### src/rtl/led_frame_reader.sv
// Read-only Wishbone master that streams a frame of words from memory into a
// first-word-fall-through buffer feeding an LED driver.
// Optional bus timeout/abort logic is enabled by defining LED_READER_TIMEOUT_EN.
module led_frame_reader #(
  parameter int ADDR_WIDTH = 16,
  parameter int DATA_WIDTH = 32,
  parameter int FIFO_DEPTH = 4
) (
  input  logic                  clk,
  input  logic                  reset,
  input  logic                  start,
  input  logic [ADDR_WIDTH-1:0] base_addr,
  input  logic [ADDR_WIDTH-1:0] frame_len,
  output logic                  busy,
  output logic                  frame_done,
  output logic                  bus_error,
  output logic [ADDR_WIDTH-1:0] wbm_address,
  output logic [DATA_WIDTH-1:0] wbm_writedata,
  input  logic [DATA_WIDTH-1:0] wbm_readdata,
  output logic                  wbm_strobe,
  output logic                  wbm_cycle,
  output logic                  wbm_write,
  input  logic                  wbm_ack,
  output logic [DATA_WIDTH-1:0] pix_data,
  output logic                  pix_valid,
  input  logic                  pix_ready
);

  localparam int PTR_W = $clog2(FIFO_DEPTH);
  localparam int CNT_W = PTR_W + 1;
  localparam logic [CNT_W-1:0] DEPTH_C = CNT_W'(FIFO_DEPTH);

`ifdef LED_READER_TIMEOUT_EN
  typedef enum logic [2:0] {IDLE, CHECK, READ, DONE, ABORT} state_t;
`else
  typedef enum logic [1:0] {IDLE, CHECK, READ, DONE} state_t;
`endif

  state_t                  state_reg, state_next;
  logic [ADDR_WIDTH-1:0]   addr_reg, addr_next;
  logic [ADDR_WIDTH-1:0]   len_reg, len_next;
  logic [ADDR_WIDTH-1:0]   word_cnt_reg, word_cnt_next;
  logic                    push;
  logic                    pop;
  logic                    push_ok;
  logic                    fifo_free;

  logic [DATA_WIDTH-1:0]   fifo_mem [FIFO_DEPTH];
  logic [PTR_W-1:0]        wr_ptr_reg, rd_ptr_reg;
  logic [CNT_W-1:0]        count_reg;

`ifdef LED_READER_TIMEOUT_EN
  logic [7:0]              timer_reg, timer_next;
  logic                    bus_error_reg, bus_error_next;
`endif

  // Only one read is ever outstanding and CHECK is entered after it has been
  // pushed, so the occupancy already includes every reserved slot here.
  assign fifo_free = (count_reg < DEPTH_C);

  always_ff @(posedge clk or posedge reset) begin
    if (reset) begin
      state_reg    <= IDLE;
      addr_reg     <= '0;
      len_reg      <= '0;
      word_cnt_reg <= '0;
    end else begin
      state_reg    <= state_next;
      addr_reg     <= addr_next;
      len_reg      <= len_next;
      word_cnt_reg <= word_cnt_next;
    end
  end

  always_comb begin
    state_next    = state_reg;
    addr_next     = addr_reg;
    len_next      = len_reg;
    word_cnt_next = word_cnt_reg;
    push          = 1'b0;
`ifdef LED_READER_TIMEOUT_EN
    timer_next     = timer_reg;
    bus_error_next = bus_error_reg;
`endif
    case (state_reg)
      IDLE: begin
        if (start) begin
          addr_next     = base_addr;
          len_next      = frame_len;
          word_cnt_next = '0;
          state_next    = CHECK;
`ifdef LED_READER_TIMEOUT_EN
          bus_error_next = 1'b0;
`endif
        end
      end
      CHECK: begin
        if (word_cnt_reg == len_reg) begin
          state_next = DONE;
        end else if (fifo_free) begin
          state_next = READ;
`ifdef LED_READER_TIMEOUT_EN
          timer_next = '0;
`endif
        end
      end
      READ: begin
        if (wbm_ack) begin
          push          = 1'b1;
          addr_next     = addr_reg + 1'b1;
          word_cnt_next = word_cnt_reg + 1'b1;
          state_next    = CHECK;
        end
`ifdef LED_READER_TIMEOUT_EN
        // The 256th unacknowledged cycle is the last one the strobe is held.
        else if (timer_reg == 8'd255) begin
          bus_error_next = 1'b1;
          state_next     = ABORT;
        end else begin
          timer_next = timer_reg + 1'b1;
        end
`endif
      end
      DONE: state_next = IDLE;
`ifdef LED_READER_TIMEOUT_EN
      ABORT: state_next = IDLE;
`endif
      default: state_next = IDLE;
    endcase
  end

`ifdef LED_READER_TIMEOUT_EN
  always_ff @(posedge clk or posedge reset) begin
    if (reset) begin
      timer_reg     <= '0;
      bus_error_reg <= 1'b0;
    end else begin
      timer_reg     <= timer_next;
      bus_error_reg <= bus_error_next;
    end
  end
  assign bus_error = bus_error_reg;
`else
  assign bus_error = 1'b0;
`endif

  assign pop     = pix_valid && pix_ready;
  assign push_ok = push && ((count_reg != DEPTH_C) || pop);

  always_ff @(posedge clk or posedge reset) begin
    if (reset) begin
      wr_ptr_reg <= '0;
      rd_ptr_reg <= '0;
      count_reg  <= '0;
    end else begin
      if (push_ok) wr_ptr_reg <= wr_ptr_reg + 1'b1;
      if (pop)     rd_ptr_reg <= rd_ptr_reg + 1'b1;
      case ({push_ok, pop})
        2'b10:   count_reg <= count_reg + 1'b1;
        2'b01:   count_reg <= count_reg - 1'b1;
        default: count_reg <= count_reg;
      endcase
    end
  end

  // Storage is left unreset; the output mux hides stale contents.
  always_ff @(posedge clk) begin
    if (push_ok) fifo_mem[wr_ptr_reg] <= wbm_readdata;
  end

  assign pix_valid = (count_reg != '0);
  assign pix_data  = pix_valid ? fifo_mem[rd_ptr_reg] : '0;

  assign busy          = (state_reg == CHECK) || (state_reg == READ);
  assign frame_done    = (state_reg == DONE);
  assign wbm_cycle     = (state_reg == READ);
  assign wbm_strobe    = (state_reg == READ);
  assign wbm_address   = addr_reg;
  assign wbm_write     = 1'b0;
  assign wbm_writedata = '0;

endmodule

### config.mk
export PLATFORM = sky130hd
export DESIGN_NAME = led_frame_reader
export DESIGN_NICKNAME = d
export VERILOG_FILES = /design/src/rtl/led_frame_reader.sv
export SDC_FILE = /design/constraint.sdc
export NUM_CORES = 1
export LEC_CHECK = 0
export BUFFER_PORTS_ARGS = -buffer_cell sky130_fd_sc_hd__buf_2
export CAP_MARGIN = 20
export CORE_MARGIN = 2
export CORE_UTILIZATION = 60
export DETAILED_ROUTE_END_ITERATION = 7
export GPL_ROUTABILITY_DRIVEN = 1
export MAX_ROUTING_LAYER = met4
export PLACE_DENSITY_LB_ADDON = 0.2
export SYNTH_ARGS = -nofsm -noshare
export SYNTH_HDL_FRONTEND = slang
export SYNTH_SLANG_ARGS = --single-unit
export TNS_END_PERCENT = 50
### constraint.sdc
create_clock -name clk -period 6.8 [get_ports clk]
set_input_delay 0.68 -clock clk [delete_from_list [all_inputs] [get_ports clk]]
set_output_delay 0.68 -clock clk [all_outputs]
set_load 0.02 [all_outputs]
==> reports/metrics.csv <==
stage,metric,value,unit
hold_path,min_path_type,input port to async pin,
power_and_ir_drop,combinationalPowerShare,37.3,%
setup_path,timing.critical_path.fanout_max,28,
timing,timing.final.max_slew_violations,0,
cts,bufs_on_longest_clock_path,2,
detailed_routing,dr.pass1.iters,4,
logic_synthesis,synth_area,8290,um^2
floorplan,die_area,14800,um^2
logic_synthesis,ys_ff_latch,185,
cells_and_area,nets,773,
logic_synthesis,ys_types,43,
detailed_routing,final_antenna_net_count,0,
logic_synthesis,synth_warnings,0,
timing,tightest_slew,1070,ps
logic_synthesis,ys_async_sr_fraction,30.8,%
power_and_ir_drop,max-vdd-ir-drop,0.000219,V
detailed_routing,route.detailed.drc,0,
place,buffer_ports.inserted,121,
floorplan,core.rowCount,42,
detailed_routing,detail_route.vias_per_cell,5.62,
power_and_ir_drop,p_switching,1.41,mW
detailed_routing,routed-via-count,4957,
cells_and_area,summed_area_of_non_filler_cells_in_the_final_layout,9480,um^2
floorplan,io-pin-count,156,
job,cap_violations,0,
cts,postCtsHoldBufs,0,
floorplan,floorplan.initialDensity,62.1,%
place,gp_congestion,0.809,
global_routing,antenna_found_initial,1,
cells_and_area,post_route_cells_drive_above_1_share,30.2,%
global_routing,first_pass_grt_wire_length,25200,um
power_and_ir_drop,p_leak,3.67,nW
floorplan,die_h,122,um
setup_path,worst-endpoint-arrival,2360,ps
logic_synthesis,synthesized_area_per_cell,14.4,um^2
global_routing,grt_busiest_layer,met2,
place,placement.cell_area,8910,um^2
timing,finalSetupViolations,0,
cts,cts_num_sinks,185,
cells_and_area,final_cell_mix,"128 x sky130_fd_sc_hd__edfxtp_1, 121 x sky130_fd_sc_hd__buf_2, 56 x sky130_fd_sc_hd__dfrtp_1",
cts,number_of_cts_inserted_buffers,17,
detailed_routing,wirelength,15800,um
setup_path,timing.critical_path.max_delay_family,buffers and inverters,
logic_synthesis,synth-edff-count,128,
setup_path,worst_r2r_src,count_reg[2],
global_routing,grt_start_max_net_pins,58,
power_and_ir_drop,power.density,420,nW/um^2
power_and_ir_drop,p_sw_share,35.4,%
logic_synthesis,synth_top_flop_cell,sky130_fd_sc_hd__edfxtp_1,
cts,clock_tree.root_cell,sky130_fd_sc_hd__clkbuf_16,
setup_path,type_of_element_capturing_the_critical_path,primary output,
cts,cts_htree_levels,4,
setup_path,timing.critical_path.buf_inv,2,
floorplan,core_region_area,13300,um^2
global_routing,globalRouteMet1Util,29.5,%
cts,post_cts_repair_setup_buffers,0,
timing,grt_setup_unrepaired,false,
setup_path,timing.rr.end,count_reg[1],
timing,setup-tns-final,0,ps
setup_path,cp_slowest_cell,sky130_fd_sc_hd__mux4_2,
detailed_routing,wl_per_cell,17.9,um
cts,tritoncts,yes,
detailed_routing,drt_iter0_drc,383,
global_routing,total_global_route_track_usage,23.4,%
power_and_ir_drop,pwr-share-clk,23.6,%
cells_and_area,largest_register_ffs,128,
timing,slew_headroom,28.6,%
cts,insertion_delay,430,ps
timing,final-hold-violation-count,0,
cells_and_area,finalCoreUtilization,71.0,%
cells_and_area,layout_commonest_cell,sky130_fd_sc_hd__edfxtp_1,
timing,timing.final.crit_share,44.8,%
outcome,outcome,finished clean,
timing,finalHoldWorstSlack,459,ps
setup_path,worst-endpoint-required,6120,ps
setup_path,reg2reg_slack,4050,ps
logic_synthesis,synth_sequential_area_ratio,63.6,%
power_and_ir_drop,share_seq_of_total_power,39.0,%
setup_path,worst_r2r_path_depth,7,
setup_path,critical_path.startpoint_type,flop,
power_and_ir_drop,internal_power,2.57,mW
timing,fmax,0.329,GHz
logic_synthesis,synth_top_area_cell,sky130_fd_sc_hd__edfxtp_1,
global_routing,grt_use_met2,38.0,%
global_routing,grt_remaining_overflow,0,
cells_and_area,registers.top_by_ff_count,fifo_mem,
timing,skew,5.89,ps
cts,clk_pin_slew,60,ps
cts,postCtsResizedCells,0,
setup_path,worst_path_cell_chain,buf_4 -> mux4_2 -> and2_1 -> buf_2,
setup_path,worstSetupStartpoint,rd_ptr_reg[0],
setup_path,criticalPathCategory,flop to primary output,
setup_path,worst_path_largest_cell_delay,590,ps
global_routing,use_met3,5.48,%
global_routing,first_global_vias,4978,
logic_synthesis,synth_cells,575,
cells_and_area,area_growth_syn_to_layout,14.3,%
logic_synthesis,synth_area_leaders,"sky130_fd_sc_hd__edfxtp_1 46%, sky130_fd_sc_hd__dfrtp_1 17%, sky130_fd_sc_hd__mux4_2 8.7%, sky130_fd_sc_hd__xnor2_1 3.3%, sky130_fd_sc_hd__buf_4 3.2%",
place,place_hpwl,10000,um
logic_synthesis,yosys.area.top_type_share,46.4,%
timing,finalCriticalPeriod,3040,ps
floorplan,die_width,122,um
worst reg2reg max path, stage by stage, from the launching register on:
cell	delay [ps]
sky130_fd_sc_hd__dfrtp_1	450
sky130_fd_sc_hd__or3_1	850
sky130_fd_sc_hd__nand2_1	310
sky130_fd_sc_hd__nor2_1	90
sky130_fd_sc_hd__fa_1	500
sky130_fd_sc_hd__o21ai_0	100
sky130_fd_sc_hd__a211oi_1	220
sky130_fd_sc_hd__o22a_1	170
metrics by stage:
stage               total power [mW]  cells  worst slack [ps]
finish                          3.98    882              3760
global route                    4.21    882              3570
CTS                             4.02    881              3670
detailed placement              3.07    849              4010
global placement                3.02    849              4170
floorplan                       2.67    608              4130
cells by family (layout without fill, tap and decap cells):
| kind of cell | count (synthesis) | count (layout) | share of synthesized area [%] |
|---|---|---|---|
| adder cells (fa/ha/maj) | 12 | 12 | 1.90 |
| AO/OA/AOI/OAI | 69 | 69 | 4.94 |
| AND/OR/NAND/NOR | 147 | 147 | 9.45 |
| XOR/XNOR | 33 | 33 | 3.49 |
| flip-flops | 185 | 185 | 63.6 |
| buffers and inverters | 75 | 172 | 5.13 |
| multiplexers | 53 | 53 | 11.5 |
| other | 1 | 35 | 0.0452 |
routing by layer:
| layer | wire length, um | vias to the layer above |
|---|---|---|
| li1 | - | 2292 |
| met1 | 6480 | 2475 |
| met2 | 8130 | 170 |
| met3 | 915 | 20 |
| met4 | 237 | 0 |
| met5 | 0 | - |
worst max path at each step:
stage	endpoint	depth (start not counted)	slack, ps
3_5_place_dp	count_reg[1]	7	4010
2_1_floorplan	fifo_mem[0][0]	6	4130
4_1_cts	pix_data[21]	4	3670
3_3_place_gp	pix_data[22]	4	4170
5_1_grt	pix_data[22]	4	3570
6_report	pix_data[21]	4	3760
Yosys cell counts, drive strengths merged (4+ instances only):
cell type and count:
nand4 9, o22ai 7, a21oi 26, and3 4, ha 11, xnor2 31, and2 37, dfrtp 57
clkbuf 20, nand2b 4, inv 14, nor2 27, mux4 32, edfxtp 128, a2bb2oi 7, nand3 20
mux2i 4, o21ai 20, mux2 17, nor3 8, nand2 25, buf 41
layout make-up:
type / count / area [um^2]
sequential: 185 / 5270
inverter: 14 / 52.6
fill: 922 / 3870
clock buffer: 23 / 478
multi-input combinational: 348 / 2720
clock inverter: 9 / 87.6
tap: 176 / 220
timing repair buffer: 126 / 643
antenna: 1 / 2.50
power groups by stage:
stage	Clock, mW	Combinational [mW]	Sequential [mW]
2_1_floorplan	0	1.09	1.58
3_3_place_gp	0	1.46	1.56
3_5_place_dp	0	1.50	1.58
4_1_cts	0.955	1.51	1.56
5_1_grt	1.00	1.63	1.58
6_report	0.942	1.49	1.55
(Power assumes the default switching activity.)
